[config.mk]
export PLATFORM = sky130hd
export DESIGN_NAME = rr_grant_stage
export DESIGN_NICKNAME = d
export VERILOG_FILES = /design/src/rtl/rr_arb_pkg.sv /design/src/rtl/rr_fixed_prio_pick.sv /design/src/rtl/rr_grant_stage.sv
export SDC_FILE = /design/constraint.sdc
export NUM_CORES = 1
export LEC_CHECK = 0
export CAP_MARGIN = 20
export CORE_MARGIN = 8
export CORE_UTILIZATION = 25
export CTS_BUF_LIST = sky130_fd_sc_hd__clkbuf_4 sky130_fd_sc_hd__clkbuf_8
export CTS_CLUSTER_DIAMETER = 120
export CTS_CLUSTER_SIZE = 14
export DETAILED_ROUTE_END_ITERATION = 16
export GPL_ROUTABILITY_DRIVEN = 0
export HOLD_SLACK_MARGIN = 0.1
export SLEW_MARGIN = 30
export SYNTH_ARGS = -nofsm -noshare
export SYNTH_HDL_FRONTEND = slang
export SYNTH_SLANG_ARGS = --single-unit
[constraint.sdc]
create_clock -name clk -period 2.9 [get_ports clk]
set_input_delay 0.58 -clock clk [delete_from_list [all_inputs] [get_ports clk]]
set_output_delay 0.58 -clock clk [all_outputs]
set_load 0.02 [all_outputs]
[src/rtl/rr_arb_pkg.sv]
// rr_arb_pkg: shared types and helpers for the round-robin arbiter slice.
//   state_t        : grant-stage FSM states (IDLE, GRANT)
//   DEFAULT_N      : default number of requesters
//   MAX_N          : widest vector the helper functions accept
//   lowest_onehot  : isolates the lowest set bit of a vector
//   onehot2idx     : binary index of a one-hot vector (0 for all-zero)
package rr_arb_pkg;

   typedef enum logic {
      IDLE  = 1'b0,
      GRANT = 1'b1
   } state_t;

   localparam int unsigned DEFAULT_N = 4;
   localparam int unsigned MAX_N     = 64;

   // Two's-complement trick: vec & -vec keeps only the lowest set bit.
   function automatic logic [MAX_N-1:0] lowest_onehot(input logic [MAX_N-1:0] vec);
      return vec & (~vec + MAX_N'(1));
   endfunction

   // OR of the indices of all set bits; exact for one-hot input.
   function automatic int unsigned onehot2idx(input logic [MAX_N-1:0] onehot);
      int unsigned idx;
      idx = 0;
      for (int unsigned i = 0; i < MAX_N; i++) begin
         if (onehot[i]) idx = idx | i;
      end
      return idx;
   endfunction

endpackage

[src/rtl/rr_fixed_prio_pick.sv]
// rr_fixed_prio_pick: combinational fixed-priority picker, lowest index wins.
//   vec    : N-bit request vector
//   onehot : N-bit one-hot of the lowest set bit of vec (zero if none)
//   any    : high when vec has at least one bit set
module rr_fixed_prio_pick
   import rr_arb_pkg::*;
#(
   parameter int unsigned N = DEFAULT_N
) (
   input  logic [N-1:0] vec,
   output logic [N-1:0] onehot,
   output logic         any
);

   always_comb begin
      onehot = N'(lowest_onehot(MAX_N'(vec)));
      any    = |vec;
   end

endmodule

[src/rtl/rr_grant_stage.sv]
// rr_grant_stage: grant stage of the round-robin arbiter. Picks a winner from
// the masked requests (falling back to raw requests), registers a one-hot
// grant and holds it until the owner releases. The released owner is returned
// on last_grant so the mask stage can advance its pointer.
// Optional forced release after HOLD_MAX cycles: define RR_GRANT_TIMEOUT_EN.
//   clk         : clock, all state on rising edge
//   rst         : synchronous active-high reset
//   req         : raw request vector
//   mask_req    : requests above the last winner, from the mask stage
//   done        : current owner finished
//   grant       : registered one-hot grant, zero when idle
//   grant_valid : high while a grant is held
//   grant_id    : binary index of grant, holds last value when idle
//   last_grant  : one-hot of the most recently released owner
//   timeout     : one-cycle pulse on forced release (0 without the feature)
module rr_grant_stage
   import rr_arb_pkg::*;
#(
   parameter int unsigned N        = DEFAULT_N,
   parameter int unsigned HOLD_MAX = 16
) (
   input  logic                 clk,
   input  logic                 rst,
   input  logic [N-1:0]         req,
   input  logic [N-1:0]         mask_req,
   input  logic                 done,
   output logic [N-1:0]         grant,
   output logic                 grant_valid,
   output logic [$clog2(N)-1:0] grant_id,
   output logic [N-1:0]         last_grant,
   output logic                 timeout
);

   localparam int unsigned IDW = $clog2(N);

   if (N < 2 || N > MAX_N || HOLD_MAX < 1) begin : g_bad_cfg
      $error("rr_grant_stage: need 2 <= N <= MAX_N and HOLD_MAX >= 1");
   end

   state_t         state;
   logic [N-1:0]   eff;
   logic [N-1:0]   eff_oh;
   logic [N-1:0]   req_oh;
   logic           eff_any;
   logic           req_any;
   logic [N-1:0]   winner;
   logic [IDW-1:0] winner_id;
   logic           owner_done;
   logic           hold_expired;

   assign eff = mask_req & req;

   rr_fixed_prio_pick #(.N(N)) u_pick_eff (
      .vec    (eff),
      .onehot (eff_oh),
      .any    (eff_any)
   );

   rr_fixed_prio_pick #(.N(N)) u_pick_req (
      .vec    (req),
      .onehot (req_oh),
      .any    (req_any)
   );

   always_comb begin
      winner     = eff_any ? eff_oh : req_oh;
      winner_id  = IDW'(onehot2idx(MAX_N'(winner)));
      owner_done = done | ~req[grant_id];
   end

`ifdef RR_GRANT_TIMEOUT_EN
   localparam int unsigned CW = $clog2(HOLD_MAX + 1);

   logic [CW-1:0] hold_cnt;

   // Count sits at 0 on the first GRANT cycle, so HOLD_MAX-1 marks the last
   // permitted cycle: the grant is visible for exactly HOLD_MAX cycles.
   assign hold_expired = (hold_cnt == CW'(HOLD_MAX - 1));

   always_ff @(posedge clk) begin
      if (rst) begin
         hold_cnt <= '0;
         timeout  <= 1'b0;
      end else begin
         // A normal release in the same cycle wins, so no pulse then.
         timeout <= (state == GRANT) && !owner_done && hold_expired;
         if (state == GRANT) hold_cnt <= hold_cnt + CW'(1);
         else                hold_cnt <= '0;
      end
   end
`else
   assign hold_expired = 1'b0;
   assign timeout      = 1'b0;
`endif

   always_ff @(posedge clk) begin
      if (rst) begin
         state       <= IDLE;
         grant       <= '0;
         grant_valid <= 1'b0;
         grant_id    <= '0;
         last_grant  <= {1'b1, {(N-1){1'b0}}};
      end else begin
         case (state)
            IDLE: begin
               if (req_any) begin
                  grant       <= winner;
                  grant_valid <= 1'b1;
                  grant_id    <= winner_id;
                  state       <= GRANT;
               end
            end
            GRANT: begin
               // Releasing always lands in IDLE, which guarantees one empty
               // cycle before the next grant.
               if (owner_done || hold_expired) begin
                  grant       <= '0;
                  grant_valid <= 1'b0;
                  last_grant  <= grant;
                  state       <= IDLE;
               end
            end
            default: state <= IDLE;
         endcase
      end
   end

   a_valid_matches: assert property (@(posedge clk) grant_valid == (|grant));
   a_grant_onehot0: assert property (@(posedge clk) $onehot0(grant));

endmodule
# Yosys cells after proc, flatten, opt, wreduce, memory -nomap -nowiden
# Index checks and enable logic that the tools add are counted.
[totals]
register_bits = 12
in_bits = 11
out_inout_bits = 12
wordCells = 38
[classes]
addsub = 2
n_lt_le_gt_ge = 1
n_eq_ne = 2
mux = 15
bitwise_logic = 8
reduce_logical = 5
[ops]
columns = ["operator", "count"]
rows = [
  ["$and 4x4->4", 3],
  ["$mux 4", 3],
  ["$add 4x1->4 const B", 2],
  ["$not 4->4", 2],
  ["$pmux 4 s2", 1],
  ["$reduce_or 4->1", 2],
  ["$mux 1", 6],
  ["$reduce_and 2->1", 3],
  ["$mux 2", 2],
  ["$pmux 1 s2", 2],
  ["$lt 2x3->1 const B", 1],
  ["$bmux 1 s2", 1],
  ["$ne 2x1->1 const B", 1],
  ["$ne 2x2->1 const B", 1],
  ["$not 1->1", 2],
  ["$or 1x1->1", 1],
]

# Longest topological paths before layout
[depth]
ltp_word = 8
depth_mapped = 4
depth_no_buf = 4

# Cells and area by module
# A second synthesis with hierarchy kept.
[hier_totals]
hier_cells = 79
hier_area_um2 = 725.7
[modules_own_cells]
columns = ["module", "instances", "cells_per_inst", "area_per_inst_um2", "seq_area_each_um2"]
rows = [
  ["rr_grant_stage", 1, 69, 645.6, 240.2],
  ["rr_fixed_prio_pick", 2, 5, 40.0, 0.0],
]

# Worst setup path before layout
# OpenSTA, ideal clock, no wires.
[synth_timing]
kind = "input-to-reg"
startpoint = "input port done"
endpoint = "register last_grant[3]"
setup_ns = 0.120
arrival_ns = 1.413
required_time_ns = 2.780
slack_ns = 1.367
cell_stages = 4
path_buffers = 0
path_cell_list = "or2_1 o221ai_4 nor2_2 a211o_1"
[synth_between]
elab_chain_len = 2
[synth_rtl]
columns = ["item", "line_no", "text"]
rows = [
  ["start, declared", "rr_grant_stage.sv:26", "input logic done,"],
  ["$or 1x1->1", "rr_grant_stage.sv:68", "owner_done = done | ~req[grant_id];"],
  ["$reduce_and 2->1 (no source line)", "n/a", ""],
  ["end signal, assigned", "rr_grant_stage.sv:102", "last_grant <= {1'b1, {(N-1){1'b0}}};"],
  ["end signal, assigned", "rr_grant_stage.sv:119", "last_grant <= grant;"],
  ["end, declared", "rr_grant_stage.sv:30", "output logic [N-1:0] last_grant,"],
]
# No other way between the ends.
# A chain may end at the register's enable or synchronous reset.

# Final worst setup path
[layout_timing]
startpoint = "register grant_id[0]"
endpoint = "output port grant_id[0]"
[layout_lines]
columns = ["item", "line_no", "text"]
rows = [
  ["start, declared", "rr_grant_stage.sv:29", "output logic [$clog2(N)-1:0] grant_id,"],
  ["start signal, assigned", "rr_grant_stage.sv:109", "grant_id <= winner_id;"],
]
# No word-level cell between the ends.

==> metrics <==
Starting Density=0.2658; DR vias=548; total core area=2212 sq um; Fin. Hold Viols=0; Post-Synth XOR/XNOR Area=0; RSZ-0062 raised after global routing=false; WHS=0.4736 ns; peak supply drop=0.0002798 V; Detail Placement HPWL=1.153 mm; initial antenna violation count=0; multiplexer share of the synthesized area=0.08511; number of synthesized flops with an enable pin=0; vias per cell=4.807; Period minus WS final=1.902 ns; Inserted Diodes=0; required time of the worst setup path=2.32 ns; H-tree lvl count=1; crit share post-route=0.6558; crit path kind=reg2out; most frequent cells in the layout=clkdlybuf4s50_1, dfxtp_1, nor2_1, mux2i_1, nand2_1; share of cells above drive strength 1=0.1047; CTS tree=built; clk sinks=12; status=finished clean; total wire length=1.410 mm; Max-Cap Viols=0; largest family of logic cells by synthesized area=compound AO/OA/AOI/OAI gates; ys flop type=dfxtp_1; Inserted Clock Buffers=3; Final TNS setup=0 ns; Routed wire per std cell=12.37 um; synthesized net count=75; clk_lat worst skew=between 0.2 and 0.3 ns; critical path arrival=1.32 ns; most common cell after layout, fill and taps aside=clkdlybuf4s50_1; Die Width=64.50 um; area grow syn2layout=43.62%; CP Cell Sequence=clkdlybuf4s50_1; vias in the first global route=510; Hold WC Path Type=reg2reg; Syn Std Cell Area=588.1 sq um; Nets=slightly below 100; largest net degree at the start of global routing=10; Synth Warn #=0; crit-path max cell delay=0.64 ns; async set-reset flop share out of synthesis=0; Fillers=242; post_cts resized=0; fmax=525.8 MHz; Slew Viols, Final=0; CP Buf/Inv Count=1; adder-cell area share of the yosys netlist=0; die area=4160 sq um; CTS Buffer Depth=2; Clock Skew=approximately 0.0031 ns; PwrDens=471.6 nW/um^2; clock slew at reported path FFs=0.07 ns; crit path launch type=register; flop2flop setup slack=1.52 ns; crit path capture type=output port; Leak=0.3103 nW; hold_buf cts=0; grt ovf=0; Setup-failing EPs final=0; IO buf count=21; Chip Height=64.50 um; Syn Area/Cell=about 9.2 sq um; slowest stage cell, crit path=clkdlybuf4s50_1; count of cell types in the netlist=28; clk root buf=clkbuf_4; Cells after Synth=64; Compound-Gate Fraction of Synth Area=0.2745; drt pass-1 iters=5; post-CTS setup buffer count=0; post-route ant nets=0; I/O pin total=23; post-synthesis simple-gate area fraction=0.1872; post-synthesis sequential area ratio=0.4085; row count=17; final routed DRC violation total=0; DRT iter0 DRCs=11; Crit Path Max Fanout=4; overall routing resource usage=0.06706; #FFs+latches synth=12; global-route wire length before repair=2.339 mm; top cell family by delay on the critical path=buffers and inverters
## registers in the layout (all words and copies together) (netlist names)
signal       cells
grant            4
grant_id         2
grant_valid      1
last_grant       4
state            1
## area by class of cell
cell class              count  area, sq um  share of cell area
clock buffers               3        22.52             0.02667
inverters                   3        11.26             0.01333
multi-input cells          47        325.3              0.3852
flip-flops and latches     12        240.2              0.2844
well taps                  28        35.03             0.04148
repair buffers             21        210.2              0.2489
## through the flow
step	utilization	std cells	total power [W]	setup WS (ns)	area, sq um
finish	0.3818	114	0.0003983	0.9981	844.6
CTS	0.3818	114	0.0004056	0.9801	844.6
global placement	0.3716	111	0.0003059	0.7620	822.0
floorplan	-	64	0.0002556	1.367	588.1
global route	0.3818	114	0.0004216	0.9232	844.6
detailed placement	0.3716	111	0.0003062	0.7509	822.0
## routing by layer
metal	up-vias	share of wire	GRT usage
met5	-	0	0
met4	0	0	0
met3	0	0.070	0.04124
met2	14	0.49	0.1130
met1	258	0.44	0.07495
li1	276	-	-
## Yosys cell counts, types with 2 or more instances
cell type	count	area share
mux2i_1	5	0.085
nand2_1	5	0.032
o211ai_1	2	0.026
dfxtp_1	12	0.41
a211oi_1	2	0.026
inv_1	3	0.019
a21oi_1	4	0.034
nor2_1	9	0.057
or2_1	3	0.032
## path summary, 6_finish.rpt
| check | depth (start not counted) | to | start |
|---|---|---|---|
| max | 1 | grant_id[0] | grant_id[0] |
| min | 1 | last_grant[3] | last_grant[3] |
| max reg2reg | 4 | last_grant[3] | grant_id[1] |
| min reg2reg | 1 | last_grant[3] | last_grant[3] |
## kinds of logic after synthesis
family,after synthesis
flops,12
buf+inv,5
mux,5
simple gates,22
other cells,1
compound gates,19
## power breakdown
part | switching, W | internal [W] | total [W]
clock | 0.0000488 | 0.0000479 | 0.0000968
sequential | 0.0000113 | 0.000178 | 0.000189
combinational | 0.0000576 | 0.0000548 | 0.000112
Power figures use the tool's default switching activity.
